===== src/rtl/pattern_detector_pkg.sv =====
// Shared state encoding and default sizing for the serial pattern detector.
package pattern_detector_pkg;

  typedef enum logic [1:0] {
    ST_FILL   = 2'b00,
    ST_RUN    = 2'b01,
    ST_HALTED = 2'b10
  } state_e;

  localparam int PD_WIDTH     = 8;
  localparam int PD_MAX_MATCH = 15;

endpackage


===== src/rtl/pd_window.sv =====
// WIDTH-bit serial window: newest bit enters the LSB, clear wins over shift.
// The candidate is the window as it would look after shifting bit_i in.
module pd_window
  import pattern_detector_pkg::*;
#(
  parameter int WIDTH = PD_WIDTH
) (
  input  logic             clk_i,
  input  logic             rst_ni,
  input  logic             clr_i,
  input  logic             shift_i,
  input  logic             bit_i,
  output logic [WIDTH-1:0] cand_o
);

  logic [WIDTH-1:0] win_q, win_d;

  assign cand_o = {win_q[WIDTH-2:0], bit_i};

  always_comb begin
    win_d = win_q;
    if (clr_i) begin
      win_d = '0;
    end else if (shift_i) begin
      win_d = cand_o;
    end
  end

  always_ff @(posedge clk_i or negedge rst_ni) begin
    if (!rst_ni) begin
      win_q <= '0;
    end else begin
      win_q <= win_d;
    end
  end

endmodule


===== src/rtl/pattern_detector.sv =====
// Serial pattern detector: fills a window, counts overlapping matches and raises
// a sticky halt on match budget exhaustion or external request.
module pattern_detector
  import pattern_detector_pkg::*;
#(
  parameter  int WIDTH     = PD_WIDTH,
  parameter  int MAX_MATCH = PD_MAX_MATCH,
  localparam int CNT_W     = $clog2(MAX_MATCH + 1)
) (
  input  logic             clk,
  input  logic             reset,
  input  logic             load_pattern,
  input  logic [WIDTH-1:0] pattern_in,
  input  logic             data_valid,
  input  logic             data_in,
  input  logic             halt_req,
  output logic             match_flag,
  output logic             halt_flag,
  output logic [CNT_W-1:0] match_count,
  output logic             armed
);

  localparam int               FILL_W    = $clog2(WIDTH);
  localparam logic [FILL_W-1:0] FILL_LAST = FILL_W'(WIDTH - 1);
  localparam logic [CNT_W-1:0]  CNT_MAX   = CNT_W'(MAX_MATCH);

  state_e             state_q, state_d;
  logic [FILL_W-1:0]  fill_q, fill_d;
  logic [WIDTH-1:0]   pattern_q, pattern_d;
  logic [CNT_W-1:0]   cnt_q, cnt_d;
  logic               match_q, match_d;
  logic               halt_q, halt_d;
  logic               armed_q, armed_d;
  logic               win_clr, win_shift, cmp;
  logic [WIDTH-1:0]   cand;

  pd_window #(.WIDTH(WIDTH)) u_window (
    .clk_i   (clk),
    .rst_ni  (reset),
    .clr_i   (win_clr),
    .shift_i (win_shift),
    .bit_i   (data_in),
    .cand_o  (cand)
  );

  always_comb begin
    state_d   = state_q;
    fill_d    = fill_q;
    pattern_d = pattern_q;
    cnt_d     = cnt_q;
    match_d   = match_q;
    halt_d    = halt_q;
    win_clr   = 1'b0;
    win_shift = 1'b0;
    cmp       = 1'b0;

    case (state_q)
      ST_FILL, ST_RUN: begin
        if (halt_req) begin
          state_d = ST_HALTED;
          halt_d  = 1'b1;
          match_d = 1'b0;
        end else if (load_pattern) begin
          pattern_d = pattern_in;
          win_clr   = 1'b1;
          fill_d    = '0;
          match_d   = 1'b0;
          state_d   = ST_FILL;
        end else if (data_valid) begin
          win_shift = 1'b1;
          if (state_q == ST_RUN) begin
            cmp = 1'b1;
          end else if (fill_q == FILL_LAST) begin
            cmp     = 1'b1;
            state_d = ST_RUN;
          end else begin
            fill_d = fill_q + FILL_W'(1);
          end
        end
      end
      default: begin
        // HALTED and any illegal encoding behave as a locked halt.
        state_d = ST_HALTED;
        halt_d  = 1'b1;
        match_d = 1'b0;
      end
    endcase

    if (cmp) begin
      match_d = (cand == pattern_q);
      if (match_d && cnt_q != CNT_MAX) begin
        cnt_d = cnt_q + CNT_W'(1);
        if (cnt_d == CNT_MAX) begin
          state_d = ST_HALTED;
          halt_d  = 1'b1;
          match_d = 1'b0;
        end
      end
    end
  end

  assign armed_d = (state_d == ST_RUN);

  always_ff @(posedge clk or negedge reset) begin
    if (!reset) begin
      state_q   <= ST_FILL;
      fill_q    <= '0;
      pattern_q <= '0;
      cnt_q     <= '0;
      match_q   <= 1'b0;
      halt_q    <= 1'b0;
      armed_q   <= 1'b0;
    end else begin
      state_q   <= state_d;
      fill_q    <= fill_d;
      pattern_q <= pattern_d;
      cnt_q     <= cnt_d;
      match_q   <= match_d;
      halt_q    <= halt_d;
      armed_q   <= armed_d;
    end
  end

  assign match_flag  = match_q;
  assign halt_flag   = halt_q;
  assign match_count = cnt_q;
  assign armed       = armed_q;

endmodule


===== config.mk =====
export PLATFORM = sky130hd
export DESIGN_NAME = pattern_detector
export DESIGN_NICKNAME = d
export VERILOG_FILES = /design/src/rtl/pattern_detector_pkg.sv /design/src/rtl/pd_window.sv /design/src/rtl/pattern_detector.sv
export SDC_FILE = /design/constraint.sdc
export NUM_CORES = 1
export LEC_CHECK = 0
export BUFFER_PORTS_ARGS = -buffer_cell sky130_fd_sc_hd__buf_2
export CORE_MARGIN = 4
export CORE_UTILIZATION = 50
export DETAILED_ROUTE_END_ITERATION = 6
export HOLD_SLACK_MARGIN = 0.03
export PLACE_DENSITY = 0.72
export SLEW_MARGIN = 25
export SYNTH_ARGS = -nofsm -noshare
export SYNTH_HDL_FRONTEND = slang
export SYNTH_SLANG_ARGS = --single-unit
export TNS_END_PERCENT = 100

===== constraint.sdc =====
create_clock -name clk -period 2.5 [get_ports clk]
set_clock_uncertainty 0.05 [all_clocks]
set_input_delay 0.125 -clock clk [delete_from_list [all_inputs] [get_ports clk]]
set_output_delay 0.125 -clock clk [all_outputs]
set_load 0.05 [all_outputs]

# Word-level counts from Yosys, hierarchy flattened
# Index checks and enable logic that the tools add are counted.
# op_classes
n_addsub,2
n_eq_ne,9
muxes,39
bitwise,1
reduce_logical,8
# op_table
cell,count
$mux 1,24
$mux 2,9
$mux 7,2
$mux 3,4
$eq 8x8->1,1
$ne 4x4->1 const B,2
$reduce_and 5->1,1
$add 4x1->4 const B,1
$eq 2x1->1 const B,2
$eq 4x4->1 const B,1
$ne 2x2->1 const B,2
$reduce_bool 2->1,2
$add 3x1->3 const B,1
$eq 3x3->1 const B,1
$reduce_and 3->1,1
$logic_not 2->1,1
$reduce_and 2->1,1
$reduce_or 2->1,1
$logic_and 1x1->1,1
$not 1->1,1
# totals
regBits,27
input_bits,14
output_inout_bits,7

# Logic depth before layout (Yosys ltp)
# Gate-level depths: netlist (run 1).
# logic_depth
depth_word,11
ltp_mapped,6
ltp_nobuf,6

# Modules after synthesis
# Synthesis (run 1) repeated with hierarchy kept, for this count alone.
# unflattened
hier_cells,113
area_unflattened_um2,1346.3
# modules_own_cells
module,instances,cells_each,area_each_um2,seq_area_each_um2
pattern_detector,1,90,1056.0,500.5
pd_window,1,23,290.3,175.2

# Worst setup path after synthesis (run 1)
# Ideal clock, no wire load.
# synth_path
path_kind,reg2reg
start,register state_q[1]
end,register cnt_q[1] (netlist: match_count[1])
setup_time_ns,0.079
t_arrival_ns,1.813
t_required_ns,2.371
setup_slack_ns,0.558
stages_incl_launch_ff,6
path_buffers,0
synth_period_minus_slack_ns,1.942
cell_sequence,dfrtp_1 -> nor4b_4 -> nand3_2 -> or4_4 -> a31oi_4 -> mux2i_1
# synth_via
elab_chain_cells,7
# synth_lines
item,line_no,rtl
from (decl),pattern_detector.sv:27,"state_e state_q, state_d;"
from (signal assigned),pattern_detector.sv:114,state_q <= state_d;
$eq 2x1->1,"pattern_detector.sv:57, pattern_detector.sv:71",
$mux 1,pattern_detector.sv:71,if (state_q == ST_RUN) begin
$mux 1,pattern_detector.sv:69,end else if (data_valid) begin
$mux 1,pattern_detector.sv:63,end else if (load_pattern) begin
$mux 1,pattern_detector.sv:59,if (halt_req) begin
$mux 1 *,pattern_detector.sv:57,case (state_q)
$reduce_and 2->1 (no line) *,n/a,
to (signal assigned),pattern_detector.sv:117,cnt_q <= cnt_d;
to (decl),pattern_detector.sv:30,"logic [CNT_W-1:0] cnt_q, cnt_d;"
# Mark *: on every way between the ends. The rest lies on a longest branch, timed or not.
# A chain may end at the register's enable or synchronous reset.

# Worst setup path after layout (run 1)
# Ends and elaborated chain as after synthesis.

==> out/summary.txt, run 1 <==
WORST HOLD PATH
-----------------------------------------------------------------------------------------------
Kind of path behind the tightest hold check                                        input pin to flop
Hold path startpoint                                                                   halt_req
Hold Path Cell Cnt                                                                            3
Hold EP                                                                              state_q[1]

CLOCK NETWORK
-----------------------------------------------------------------------------------------------
Clock H-tree levels                                                                           1
TritonCTS clock tree                                                                       done
Number of gates given a new drive strength after cts                                          0
Root buf cell                                                                      sky130_fd_sc_hd__clkbuf_4
Clock input transition at the sequential cells of the worst setup and hold paths        0.15 ns
Clock buffer count from CTS                                                                   3
Maximum buffer depth of the clock tree                                                        2
Sinks on the clock net                                                                       27
Source-to-sink clock delay at the later pin of the worst-skew pair                      0.32 ns

TIMING
-----------------------------------------------------------------------------------------------
Count of final hold-check violations                                                          0
Clock period minus final worst setup slack                                             1.901 ns
Worst-Margin Slew                                                                     0.6038 ns
Final max-slew violation count                                                                0
Max frequency                                                                         526.1 MHz
Final critical-path share of the clock period                                            76.04%
Fin Setup TNS                                                                              0 ns
Number of failing setup endpoints in the final timing report                                  0
Worst hold margin                                                                    0.07767 ns
Relative slew slack                                                                      59.47%
Unrepaired setup endpoints after global routing                                              no

YOSYS
-----------------------------------------------------------------------------------------------
Synth area leaders                                                                 sky130_fd_sc_hd__dfrtp_1 (53%), sky130_fd_sc_hd__mux2_2 (8.8%), sky130_fd_sc_hd__a22o_1 (6.2%), sky130_fd_sc_hd__xnor2_1 (6.2%), sky130_fd_sc_hd__ha_1 (3.9%)
Number of flip-flops and latches in the synthesized netlist                                  27
Share of cell area taken by muxes after synthesis                                        10.35%
Avg Inst Size Synth                                                                 12.69 sq um
Most area-hungry cell type in the Yosys netlist                                    sky130_fd_sc_hd__dfrtp_1
Area share of and/or/nand/nor cells after synthesis                                      13.57%
Dominant combinational cell family by area after synthesis                         simple AND/OR/NAND/NOR gates
Synth Instances                                                                             101
Post-synthesis net count                                                                    119
Complex-gate fraction of the synthesized area                                            12.40%
Yosys cell types                                                                             30
Yosys top cell area share                                                                52.73%
Sequential share of the synthesized area                                                 52.73%
Cell Area, Synth                                                                   0.001281 sq mm
Area share of xor/xnor cells in the synthesized design                                   6.152%
Synthesized-area fraction occupied by adder cells                                        3.906%
Warning count from the yosys run                                                              0

FLOORPLAN
-----------------------------------------------------------------------------------------------
Effective utilization at floorplan                                                       52.19%
Core Box Area                                                                      0.002455 sq mm
Vert. Die Dim                                                                          58.62 um
Site Rows                                                                                    18
Number of ports placed on the die boundary                                                   21
Horiz. Die Dim                                                                         58.62 um
Die ar.                                                                            0.003436 sq mm

POWER
-----------------------------------------------------------------------------------------------
Worst ir drop on vdd                                                                  0.3974 mV
Pwr Density                                                                        470.0 mW/mm^2
Static leakage                                                                     0.0007086 uW

RUN
-----------------------------------------------------------------------------------------------
Total of max-cap violations                                                                   0

CELLS AND AREA
-----------------------------------------------------------------------------------------------
Area overhead of the layout relative to synthesis                                        20.90%
Antenna diode count                                                                           0
Total area of multi-input combinational cells                                       594.3 sq um
Final Net Count                                                                             154
Layout cells sized above 1                                                               29.63%
Footprint of the flip-flops and latches                                             675.6 sq um
# fillers                                                                                   203

SETUP PATH
-----------------------------------------------------------------------------------------------
Arrival time reported for the critical path endpoint                                    2.12 ns
Critical path required time                                                             2.72 ns
Worst-case reg-to-reg path depth                                                              5
Worst setup SP type                                                                        flop
Type of element capturing the critical path                                                flop
R2R Path Start                                                                       state_q[1]
Terminus of the critical flop-to-flop path                                         match_count[1]
Crit path kind                                                                     flop to flop
Minimum setup slack among reg-to-reg paths                                              0.60 ns
Crit-path max FO                                                                              3

PLACE
-----------------------------------------------------------------------------------------------
Buffers on Ports                                                                             20
HPWL after DPL                                                                          1772 um
RePlAce Congestion                                                                       0.8361

GLOBAL ROUTE
-----------------------------------------------------------------------------------------------
Initial antenna violation count                                                               0
Total overflow reported by the global router                                                  0
Vias in the first global route                                                              929
Global-route usage over all layers                                                       15.76%
Wire length of the first global-routing pass                                            4181 um
Pin count of the biggest net entering global routing                                         28

ROUTE
-----------------------------------------------------------------------------------------------
Detail Route Antenna Nets                                                                     0
DR vias/cell                                                                              5.539
Average wire per standard cell                                                         15.09 um
Wirelength, routed                                                                      2490 um
Total vias in the final route                                                               914
DRC violations left                                                                           0
Initial DRC count                                                                            18
Number of search-and-repair iterations in the first detailed-routing pass                     4

OUTCOME
-----------------------------------------------------------------------------------------------
Run status                                                                         finished, final reports clean

layout by cell type, fill, tap and decap left out:
cell	synthesis	routed
sky130_fd_sc_hd__nand2_1	3	3
sky130_fd_sc_hd__inv_1	2	2
sky130_fd_sc_hd__dlygate4sd3_1	0	10
sky130_fd_sc_hd__nand2b_1	1	1
sky130_fd_sc_hd__nor2b_1	2	2
sky130_fd_sc_hd__o21ai_1	1	1
sky130_fd_sc_hd__or4_4	1	1
sky130_fd_sc_hd__a21o_1	1	1
sky130_fd_sc_hd__nor4b_4	1	1
sky130_fd_sc_hd__nor4_2	1	1
sky130_fd_sc_hd__o21ai_0	2	2
sky130_fd_sc_hd__o211ai_1	1	1
sky130_fd_sc_hd__mux2_2	10	10
sky130_fd_sc_hd__mux2i_1	2	2
sky130_fd_sc_hd__and2_1	1	1
sky130_fd_sc_hd__a31oi_4	1	1
sky130_fd_sc_hd__nand3b_1	2	2
sky130_fd_sc_hd__a21oi_1	4	4
sky130_fd_sc_hd__a22o_1	9	9
sky130_fd_sc_hd__nor3_1	3	3
sky130_fd_sc_hd__nand4_1	1	1
sky130_fd_sc_hd__clkbuf_1	1	1
sky130_fd_sc_hd__nand3_2	1	1
sky130_fd_sc_hd__buf_2	0	20
sky130_fd_sc_hd__dfrtp_1	27	27
sky130_fd_sc_hd__clkbuf_4	0	3
sky130_fd_sc_hd__xnor2_1	9	9
sky130_fd_sc_hd__a41oi_1	1	1
sky130_fd_sc_hd__buf_4	0	1
sky130_fd_sc_hd__or2_2	1	1
sky130_fd_sc_hd__and3_1	2	2
sky130_fd_sc_hd__ha_1	4	4
sky130_fd_sc_hd__nand3_1	2	2
sky130_fd_sc_hd__nor2_1	4	4
cell families (layout without fill, tap and decap cells):
kind of cell / after synthesis / in the layout
flip-flops: 27 / 27
AND/OR/NAND/NOR: 26 / 26
AO/OA/AOI/OAI: 20 / 20
multiplexers: 12 / 12
XOR/XNOR: 9 / 9
adder cells (fa/ha/maj): 4 / 4
buffers and inverters: 3 / 37
cell usage after synthesis:
cell type / n
sky130_fd_sc_hd__nor3_1: 3
sky130_fd_sc_hd__o211ai_1: 1
sky130_fd_sc_hd__or2_2: 1
sky130_fd_sc_hd__or4_4: 1
sky130_fd_sc_hd__and3_1: 2
sky130_fd_sc_hd__and2_1: 1
sky130_fd_sc_hd__nor2_1: 4
sky130_fd_sc_hd__a22o_1: 9
sky130_fd_sc_hd__nand3b_1: 2
sky130_fd_sc_hd__a21oi_1: 4
sky130_fd_sc_hd__a21o_1: 1
sky130_fd_sc_hd__nand3_1: 2
sky130_fd_sc_hd__nand2_1: 3
sky130_fd_sc_hd__a41oi_1: 1
sky130_fd_sc_hd__ha_1: 4
sky130_fd_sc_hd__nand3_2: 1
sky130_fd_sc_hd__mux2i_1: 2
sky130_fd_sc_hd__mux2_2: 10
sky130_fd_sc_hd__a31oi_4: 1
sky130_fd_sc_hd__nand4_1: 1
sky130_fd_sc_hd__nand2b_1: 1
sky130_fd_sc_hd__o21ai_1: 1
sky130_fd_sc_hd__nor4b_4: 1
sky130_fd_sc_hd__xnor2_1: 9
sky130_fd_sc_hd__nor2b_1: 2
sky130_fd_sc_hd__dfrtp_1: 27
sky130_fd_sc_hd__nor4_2: 1
sky130_fd_sc_hd__clkbuf_1: 1
sky130_fd_sc_hd__inv_1: 2
sky130_fd_sc_hd__o21ai_0: 2
layout make-up:
class / count / share of cell area (%)
tap: 30 / 2.423
sequential: 27 / 43.62
timing repair buffer: 31 / 13.41
multi-input combinational: 71 / 38.37
clock buffer: 4 / 1.696
inverter: 2 / 0.4847
sequential cells by signal, summed over array words and instances (netlist names):
signal	cells
state_q	2
pattern_q	8
match_count	4
armed	1
u_window.win_q	7
fill_q	3
match_flag	1
halt_flag	1
worst max path at each step:
stage	depth (start not counted)	start	end	slack, ns
2_1_floorplan	5	state_q[1]	match_count[1]	0.56
3_3_place_gp	5	state_q[1]	match_count[1]	0.69
3_5_place_dp	5	state_q[1]	match_count[1]	0.64
4_1_cts	5	state_q[1]	match_count[1]	0.58
5_1_grt	5	state_q[1]	match_count[1]	0.49
6_report	5	state_q[1]	match_count[1]	0.60
metrics by stage:
stage / util [%] / std cells / area [sq um] / setup WS (ns) / power (uW)
6_report: 63.10 / 165 / 1549 / 0.5991 / 728.1
5_1_grt: 63.10 / 165 / 1549 / 0.4865 / 752.4
4_1_cts: 63.10 / 165 / 1549 / 0.5832 / 735.4
3_5_place_dp: 57.95 / 151 / 1423 / 0.6375 / 533.4
3_3_place_gp: 57.95 / 151 / 1423 / 0.6869 / 531.0
2_1_floorplan: - / 101 / 1281 / 0.5580 / 503.7
routing by layer:
metal  track usage, %  vias up  routed length [um]
li1                 -      440                   -
met1            20.70      452                1159
met2            26.63       20                1207
met3            2.412        2                 108
met4            5.178        0                  14
met5                0        -                   0
power by group:
part | leakage [uW] | internal, uW | total [uW] | switching (uW)
clock | 0.0000150 | 62.5 | 192 | 130
sequential | 0.000347 | 452 | 463 | 10.9
combinational | 0.000347 | 41.7 | 72.4 | 30.8
repair_timing:
action,4_1_cts,5_1_grt
endpoints found under the hold margin,36,0
hold buffers,10,0
buffers inserted,0,0
worst max-delay path, stage by stage, from the launching register on:
cell and delay [ns]:
sky130_fd_sc_hd__dfrtp_1 0.45, sky130_fd_sc_hd__nor4b_4 0.26, sky130_fd_sc_hd__nand3_2 0.12, sky130_fd_sc_hd__or4_4 0.57, sky130_fd_sc_hd__a31oi_4 0.20, sky130_fd_sc_hd__mux2i_1 0.19
No activity file was read; power rests on OpenSTA's default activity.
==> inputs of run 2 (changes only) <==
==> constraint.sdc (replaced) <==
create_clock -name clk -period 1.95 [get_ports clk]
set_clock_uncertainty 0.05 [all_clocks]
set_input_delay 0.0975 -clock clk [delete_from_list [all_inputs] [get_ports clk]]
set_output_delay 0.0975 -clock clk [all_outputs]
set_load 0.05 [all_outputs]
==> run 2 against run 1 <==
Net effect:
- global-route usage up 0.14 points
- total power up 28%
- via count up 0.88%
- critical path depth unchanged
- clock-buffer cell count unchanged
- flip-flop and latch count unchanged
- final cell count up 1.8%
- non-clock buffer count up 3
- sequential share of layout area down 0.93 points
- first-iteration DRC count down 39%
- routed wire length up 1.2%
- setup slack worse by 0.55 ns
- critical path type unchanged
==> out/summary.txt, run 2 (synthesis results as in run 1) <==
SETUP PATH
-----------------------------------------------------------------------------------------------
Critical path required time                                                             2.17 ns   was 2.72 ns
Worst setup SP type                                                                        flop   unchanged
Arrival time reported for the critical path endpoint                                    2.11 ns   was 2.12 ns
Crit path kind                                                                     flop to flop   unchanged
Cell at the slowest stage of the critical path                                     sky130_fd_sc_hd__or4_4   unchanged
Worst-case reg-to-reg path depth                                                              5   unchanged
Critical path's largest stage delay                                                     0.52 ns   was 0.57 ns
R2R Path Start                                                                       state_q[1]   unchanged
Type of element capturing the critical path                                                flop   unchanged
Worst setup path startpoint                                                          state_q[1]   unchanged
Crit-path max FO                                                                              3   unchanged
Terminus of the critical flop-to-flop path                                         match_count[1]   unchanged
Critical-path cell list                                                            nor4b_4 > nand3_2 > or4_4 > a31oi_4 > mux2i_1   unchanged
Minimum setup slack among reg-to-reg paths                                              0.05 ns   was 0.60 ns

CLOCK NETWORK
-----------------------------------------------------------------------------------------------
Clock buffer count from CTS                                                                   3   unchanged
Maximum buffer depth of the clock tree                                                        2   unchanged
TritonCTS clock tree                                                                       done   unchanged
Source-to-sink clock delay at the later pin of the worst-skew pair                      0.33 ns   was 0.32 ns
Clock H-tree levels                                                                           1   unchanged
Root buf cell                                                                      sky130_fd_sc_hd__clkbuf_4   unchanged
Clock input transition at the sequential cells of the worst setup and hold paths        0.15 ns   about the same
Sinks on the clock net                                                                       27   unchanged

GLOBAL ROUTE
-----------------------------------------------------------------------------------------------
Initial antenna violation count                                                               0   unchanged
Vias in the first global route                                                              922   was 929
Pin count of the biggest net entering global routing                                         28   unchanged
Wire length of the first global-routing pass                                            4174 um   was 4181 um
Total overflow reported by the global router                                                  0   unchanged
Global-route usage over all layers                                                       15.90%   was 15.76%

WORST HOLD PATH
-----------------------------------------------------------------------------------------------
Kind of path behind the tightest hold check                                        input pin to flop   unchanged
Hold Path Cell Cnt                                                                            3   unchanged
Hold EP                                                                              match_flag   was state_q[1]
Hold path startpoint                                                                 data_valid   was halt_req

PLACE
-----------------------------------------------------------------------------------------------
Cell area after placement                                                          0.001438 sq mm   was 0.001423 sq mm
HPWL after DPL                                                                          1771 um   was 1772 um
Inst Count DP                                                                               153   was 151
RePlAce Congestion                                                                       0.8425   was 0.8361
Buffers on Ports                                                                             20   unchanged

ROUTE
-----------------------------------------------------------------------------------------------
Wirelength, routed                                                                      2520 um   was 2490 um
DRC violations left                                                                           0   unchanged
Total vias in the final route                                                               922   was 914
DR vias/cell                                                                              5.488   was 5.539
Number of search-and-repair iterations in the first detailed-routing pass                     4   unchanged
Initial DRC count                                                                            11   was 18
Detail Route Antenna Nets                                                                     0   unchanged
Average wire per standard cell                                                         15.00 um   was 15.09 um

CELLS AND AREA
-----------------------------------------------------------------------------------------------
Fin cells                                                                                   168   was 165
Post-route cell area                                                               0.001583 sq mm   was 0.001549 sq mm
Final Net Count                                                                             157   was 154
Leading cell types in the layout, fill and taps excluded                           sky130_fd_sc_hd__dfrtp_1 (27), sky130_fd_sc_hd__buf_2 (20), sky130_fd_sc_hd__mux2_2 (10), sky130_fd_sc_hd__dlygate4sd3_1 (10)   unchanged
Most frequent standard cell in the layout excluding fill and tap cells             sky130_fd_sc_hd__dfrtp_1   unchanged
Area overhead of the layout relative to synthesis                                        23.54%   was 20.90%
Layout cells sized above 1                                                               31.88%   was 29.63%
Max FFs per register                                                                          8   unchanged
Antenna diode count                                                                           0   unchanged
Biggest register                                                                      pattern_q   unchanged

TIMING
-----------------------------------------------------------------------------------------------
Max frequency                                                                         527.2 MHz   was 526.1 MHz
Unrepaired setup endpoints after global routing                                             yes   was no
Clock period minus final worst setup slack                                             1.897 ns   was 1.901 ns
Count of final hold-check violations                                                          0   unchanged
Number of failing setup endpoints in the final timing report                                  0   unchanged
Worst-Margin Slew                                                                     0.5903 ns   was 0.6038 ns
Final max-slew violation count                                                                0   unchanged
Relative slew slack                                                                      60.65%   was 59.47%
Worst hold margin                                                                    0.07244 ns   was 0.07767 ns
Fin Setup TNS                                                                              0 ns   unchanged
Final critical-path share of the clock period                                            97.27%   was 76.04%

FLOORPLAN
-----------------------------------------------------------------------------------------------
Die ar.                                                                            0.003436 sq mm   unchanged
Effective utilization at floorplan                                                       52.19%   unchanged
Number of ports placed on the die boundary                                                   21   unchanged
Site Rows                                                                                    18   unchanged
Core Box Area                                                                      0.002455 sq mm   unchanged
Horiz. Die Dim                                                                         58.62 um   unchanged
Vert. Die Dim                                                                          58.62 um   unchanged

POWER
-----------------------------------------------------------------------------------------------
Pwr Density                                                                        589.5 mW/mm^2   was 470.0 mW/mm^2
Static leakage                                                                     0.0007298 uW   was 0.0007086 uW
Worst ir drop on vdd                                                                  0.5246 mV   was 0.3974 mV
Power after layout                                                                     933.0 uW   was 728.1 uW

OUTCOME
-----------------------------------------------------------------------------------------------
Run status                                                                         finished, final reports clean   unchanged

RUN
-----------------------------------------------------------------------------------------------
Total of max-cap violations                                                                   0   unchanged

run 2: cell count changes in the layout (fill, tap and decap cells not counted), sizes merged:
cell,change
buf,+3
run 2: timing repair:
action | CTS | global route
resized for setup | 0 | 2
hold buffers | 10 | 0
setup endpoints to repair | 0 | 5
setup buffers | 0 | 1
hold endpoints to repair | 36 | 0
run 2: where the power goes:
part | internal (uW) | switching [uW] | leakage [uW]
Sequential | 580 | 14.1 | 0.000347
Clock | 80.2 | 162 | 0.0000150
Combinational | 53.9 | 42.7 | 0.000368
Total | 714 | 219 | 0.000730
run 2: worst max-delay path: cells and delay by family, from the launching register on:
kind             cells  cell delay (ns)
flip-flops           1             0.45
multiplexers         1             0.19
AO/OA/AOI/OAI        1             0.19
AND/OR/NAND/NOR      3             0.96
run 2: routing by layer:
layer  vias up  part of all wire [%]  track usage [%]
met5         -                     0                0
met4         0                   1.9            4.854
met3         7                   4.8            2.412
met2        22                    48            26.63
met1       450                    45            21.30
li1        443                     -                -
run 2: cell type report:
| type | instances | area [sq um] |
|---|---|---|
| flip-flops and latches | 27 | 675.6 |
| repair buffers | 34 | 230.2 |
| well taps | 30 | 37.54 |
| clock buffers | 4 | 26.28 |
| multi-input cells | 71 | 605.6 |
| inverters | 2 | 7.507 |
| fillers | 196 | 872.1 |
run 2: how the worst max path moves through the flow:
stage / to / slack [ns] / cells after the start
3_5_place_dp: match_count[1] / 0.07 / 5
2_1_floorplan: match_count[1] / 0.008 / 5
5_1_grt: match_count[1] / -0.05 / 5
4_1_cts: match_count[1] / 0.04 / 5
3_3_place_gp: match_count[1] / 0.14 / 5
6_report: match_count[1] / 0.05 / 5
run 2: per-stage QoR:
step / util, % / setup slack, ns
global route: 64.48 / -0.04652
CTS: 63.71 / 0.03667
detailed placement: 58.56 / 0.07391
global placement: 58.56 / 0.1428
floorplan: - / 0.007983
finish: 64.48 / 0.05324
